## src/rtl/usb_tx_pkt_scheduler.sv

```systemverilog
// USB TX packet scheduler: arbitrates handshake vs. hash DATA packets, feeds
// 16-bit words to the TX on read_enable and holds an idle gap between packets.
module usb_tx_pkt_scheduler #(
   parameter logic [7:0] SYNC_BYTE  = 8'h80,
   parameter logic [7:0] DATA_PID   = 8'hC3,
   parameter int         GAP_CYCLES = 64
) (
   input  logic         clk,
   input  logic         rst,
   input  logic         hash_req,
   input  logic [255:0] hash_in,
   input  logic         hs_req,
   input  logic [7:0]   hs_pid,
   input  logic         read_enable,
   input  logic         tx_error,
   output logic [15:0]  tx_data,
   output logic         transmit_start,
   output logic         transmit_empty,
   output logic         hash_ack,
   output logic         hs_ack,
   output logic         hash_done,
   output logic         hs_done,
   output logic         pkt_err,
   output logic         busy
);

   localparam int            GW         = $clog2(GAP_CYCLES + 1);
   localparam logic [GW-1:0] GAP_LOAD   = GW'(GAP_CYCLES - 1);
   localparam logic [4:0]    HASH_WORDS = 5'd16;

   typedef enum logic [1:0] {IDLE, START, SEND, GAP} state_t;

   state_t        state, state_next;
   logic          is_hash;
   logic          aborted;
   logic [4:0]    word_cnt;
   logic [GW-1:0] gap_cnt;
   logic [255:0]  shreg;

   logic grant_hs, grant_hash, start_pulse, shift_word, last_word, abort, gap_tick, gap_end;

   // NOTE: every signal gets a default before the case so no path leaves one unassigned (no latch).
   always_comb begin
      state_next  = state;
      grant_hs    = 1'b0;
      grant_hash  = 1'b0;
      start_pulse = 1'b0;
      shift_word  = 1'b0;
      last_word   = 1'b0;
      abort       = 1'b0;
      gap_tick    = 1'b0;
      gap_end     = 1'b0;
      unique case (state)
         IDLE: begin
            if (hs_req) begin
               grant_hs   = 1'b1;
               state_next = START;
            end else if (hash_req) begin
               grant_hash = 1'b1;
               state_next = START;
            end
         end
         START: begin
            if (tx_error) begin
               abort      = 1'b1;
               state_next = GAP;
            end else begin
               start_pulse = 1'b1;
               state_next  = SEND;
            end
         end
         SEND: begin
            if (tx_error) begin
               abort      = 1'b1;
               state_next = GAP;
            end else if (read_enable) begin
               if (is_hash && word_cnt < HASH_WORDS) begin
                  shift_word = 1'b1;
               end else begin
                  last_word  = 1'b1;
                  state_next = GAP;
               end
            end
         end
         GAP: begin
            // An error during the gap restarts it, so the bus always sees a full idle period.
            if (tx_error) begin
               abort = 1'b1;
            end else if (gap_cnt == '0) begin
               gap_end    = 1'b1;
               state_next = IDLE;
            end else begin
               gap_tick = 1'b1;
            end
         end
         default: state_next = IDLE;
      endcase
   end

   // NOTE: sequential state uses non-blocking assignments so every register samples pre-edge values.
   always_ff @(posedge clk) begin
      if (rst) state <= IDLE;
      else     state <= state_next;
   end

   // NOTE: the 256-bit shift register is cleared on reset too, so no stale hash survives a reset.
   always_ff @(posedge clk) begin
      if (rst) begin
         is_hash        <= 1'b0;
         aborted        <= 1'b0;
         word_cnt       <= '0;
         gap_cnt        <= '0;
         shreg          <= '0;
         tx_data        <= '0;
         transmit_start <= 1'b0;
         transmit_empty <= 1'b1;
         hash_ack       <= 1'b0;
         hs_ack         <= 1'b0;
         hash_done      <= 1'b0;
         hs_done        <= 1'b0;
         pkt_err        <= 1'b0;
      end else begin
         transmit_start <= start_pulse;
         hash_ack       <= grant_hash;
         hs_ack         <= grant_hs;
         hash_done      <= gap_end & is_hash & ~aborted;
         hs_done        <= gap_end & ~is_hash & ~aborted;
         pkt_err        <= abort;

         if (grant_hs || grant_hash) begin
            is_hash        <= grant_hash;
            aborted        <= 1'b0;
            word_cnt       <= '0;
            transmit_empty <= 1'b0;
            tx_data        <= {SYNC_BYTE, grant_hs ? hs_pid : DATA_PID};
            shreg          <= grant_hash ? hash_in : '0;
         end

         if (shift_word) begin
            tx_data  <= shreg[255 -: 16];
            shreg    <= {shreg[239:0], 16'h0000};
            word_cnt <= word_cnt + 5'd1;
         end

         if (last_word || abort) begin
            transmit_empty <= 1'b1;
            gap_cnt        <= GAP_LOAD;
         end else if (gap_tick) begin
            gap_cnt <= gap_cnt - 1'b1;
         end

         if (abort) aborted <= 1'b1;
      end
   end

   assign busy = (state != IDLE);

endmodule

```

## config.mk

```make
export PLATFORM = sky130hd
export DESIGN_NAME = usb_tx_pkt_scheduler
export DESIGN_NICKNAME = d
export VERILOG_FILES = /design/src/rtl/usb_tx_pkt_scheduler.sv
export SDC_FILE = /design/constraint.sdc
export NUM_CORES = 1
export LEC_CHECK = 0
export CELL_PAD_IN_SITES_DETAIL_PLACEMENT = 0
export CELL_PAD_IN_SITES_GLOBAL_PLACEMENT = 1
export CORE_MARGIN = 1
export CORE_UTILIZATION = 40
export CTS_CLUSTER_SIZE = 16
export DETAILED_ROUTE_END_ITERATION = 7
export PLACE_DENSITY_LB_ADDON = 0.1
export SLEW_MARGIN = 0
export SYNTH_ARGS = -nofsm -noshare
export SYNTH_HDL_FRONTEND = slang
export SYNTH_SLANG_ARGS = --single-unit
```

## constraint.sdc

```tcl
create_clock -name clk -period 3.4 [get_ports clk]
set_input_delay 1.02 -clock clk [delete_from_list [all_inputs] [get_ports clk]]
set_output_delay 1.02 -clock clk [all_outputs]
set_load 0.02 [all_outputs]
```

==> metrics.txt <==
Yosys cell types=46; endpoints failing hold=0; placed cells=just under 2000; die height=between 150 and 200 microns; Worst Path Required=about 2400 ps; Synth area leader=dfxtp_1; crit path kind=reg -> out; vias post-DR=approximately 12000; layout cell share with drive strength beyond 1=between 6 and 7%; Leak Pwr=around 6.3 nW; Tightest Hold Check Type=reg -> reg; switching pwr=3.05 mW; RSZ-0062 raised after global routing=no; post-synthesis sequential area ratio=49.3%; row count=62; Slew headroom=a little under 50%; hold path cells=2; FILL cells=~2800; Setup Viol. Count Final=0; GP Congestion=roughly 0.83; VDD IR-drop max=375 uV; vias in the first global route=~11000; Layout area overhead=36.6%; die area=between 0.03 and 0.04 sq mm; Startpoint Class=flip-flop; initial antenna violation count=4; combinational cell fraction of total power=a little under a quarter; CTS hold repair buffers=0; Ports=slightly below 300; Pre-antenna DRT Iters=5; CORE AREA=0.0291 sq mm; run status=finished clean; routed len/inst=roughly 20 microns; Layout Cells excl Fill=about 2000; syn nets=1642; CTS Buffer Depth=3; most frequent cell after synthesis=dfxtp_1; CTS Buf Count=34; post-CTS sizing=0; vias per cell=about 5.8; register share of total power=40.4%; Setup TNS=0 ps; total routed wirelength=39.4 mm; Clock power frac=between 30% and 40%; Seq cells post-synth=around 300; H-Tree Level Count=2; total setup buffers inserted after CTS=0; Max Clock Skew=about 6.2 ps; top_reg_cell synth=dfxtp_1; Die W=175 microns; Power Internal=approximately 7.3 mW; CP Data Arrival Time=2050 ps; Switching Fraction=approximately 29%; Synth top area share=between 40 and 50%; part of the cycle the worst path needs=about 90%; critical path capture point type=primary output; final antenna-violating net count=0; Syn Area/Cell=just under 9 sq um; Final WS setup=roughly 330 ps; Cells after Synth=between 1000 and 1500; worst-path fanout max=6; root buffer cell=clkbuf_16; first-pass GRT wire length=61.8 mm; initial drt markers=about 970; Synth top cells by count=dfxtp_1, nor2_1, nor3_1; Port Buf Inserts=between 200 and 300; top achievable clock speed=around 0.33 GHz; Post-synth EDFFs=0; Worst-path clk slew=approximately 60 ps; R2R cell count=6; Post-Place Setup Slack=approximately 340 ps; netlist area before placement=about 0.012 sq mm; Max-Cap Viols=0; largest net degree at the start of global routing=about 120; Final nets=approximately 1900; hold slack=about 460 ps; Least-Margin Pin Slew=just under 800 ps; Initial Util=41.2%; Slew Limit Fails=0; CTS tree=built; fraction of registers with async set or reset after synthesis=0%; Final Core Density=56.2%; Synth area leaders=dfxtp_1, a221oi_1, nor3_1, nor2_1, buf_2; Min Clock Period, post-route=3070 ps; drc violations=0; Clk Latency, worst-skew pair=around 510 ps; Pwr per Cell Area=632 mW/mm^2; Yosys Warn Count=0; gr ovfl total=0; CTS sink cnt=between 200 and 300; DP HPWL=25.8 mm; total track usage=~25%
critical path, stage by stage, from the launching register on:
cell and delay (ps):
dfxtp_1 410, inv_1 110, ha_1 290, inv_1 120, clkdlybuf4s50_1 610
power groups by stage:
stage / Combinational [mW] / Sequential, mW / Clock [mW]
2_1_floorplan: 1.46 / 4.18 / 0
3_3_place_gp: 2.39 / 4.24 / 0
3_5_place_dp: 2.42 / 4.24 / 0
4_1_cts: 2.43 / 4.17 / 3.82
5_1_grt: 2.65 / 4.21 / 3.97
6_report: 2.42 / 4.17 / 3.74
state kept, by name, summed over array words and instances (netlist names):
name,count
word_cnt,5
hash_ack,1
hash_done,1
transmit_empty,1
hs_ack,1
gap_cnt,7
tx_data,16
shreg,256
transmit_start,1
hs_done,1
pkt_err,1
state,2
is_hash,1
aborted,1
through the flow:
step                      power [mW]  area [sq um]
after floorplan                 5.65         12000
after global placement          6.63         15200
after detailed placement        6.65         15200
after CTS                       10.4         16400
after global routing            10.8         16400
final                           10.3         16400
worst paths after layout:
kind	startpoint	end	slack [ps]
worst min register to register	shreg[252]	tx_data[12]	460
worst max register to register	state[0]	shreg[168]	1220
worst min-delay path	shreg[252]	tx_data[12]	460
worst max-delay path	state[1]	busy	330
layout by cell type (no fill, tap or decap), types with 3 or more instances in the layout:
cell,count
nand2_1,34
nor2_1,256
clkdlybuf4s50_1,292
clkbuf_8,8
dfxtp_1,295
nor2b_1,3
nor3_1,249
a31oi_1,5
buf_4,17
buf_12,17
a21oi_1,37
o211ai_1,3
ha_1,8
nand3_1,27
a211oi_1,3
nand2b_1,5
xnor2_1,3
nand3b_1,3
clkbuf_1,5
clkbuf_16,37
clkinv_2,6
or3_1,3
inv_1,8
a221oi_1,244
final cells by class:
| type | count | area, sq um | share of cell area [%] |
|---|---|---|---|
| flip-flops and latches | 295 | 5910 | 36.1 |
| multi-input cells | 911 | 5380 | 32.9 |
| repair buffers | 327 | 3410 | 20.8 |
| clock buffers | 50 | 1050 | 6.45 |
| well taps | 384 | 480 | 2.94 |
| clock inverters | 9 | 97.6 | 0.597 |
| inverters | 8 | 30.0 | 0.184 |
| diodes | 2 | 5.00 | 0.0306 |
cell families (layout without fill, tap and decap cells):
| family | count (synthesis) | in the layout | synth area share, % |
|---|---|---|---|
| AOI/OAI and AO/OA | 302 | 302 | 20.8 |
| xor gates and xnor gates | 3 | 3 | 0.219 |
| adders and majority gates | 8 | 8 | 0.836 |
| buffers and inverters | 158 | 394 | 5.97 |
| DFF | 295 | 295 | 49.3 |
| muxes | 4 | 4 | 0.387 |
| other | 0 | 2 | 0 |
| and+or+nand+nor | 594 | 594 | 22.5 |
metal layers:
| layer | routed length [microns] | vias to the layer above | share of wire [%] | track usage (%) |
|---|---|---|---|---|
| met4 | 669 | 4 | 1.7 | 6.12 |
| met2 | 18500 | 371 | 47 | 40.4 |
| met3 | 2840 | 50 | 7.2 | 6.64 |
| met5 | 27 | - | 0.069 | 0 |
| met1 | 17300 | 5589 | 44 | 33.4 |
| li1 | - | 5568 | - | - |
(Power assumes the default switching activity.)
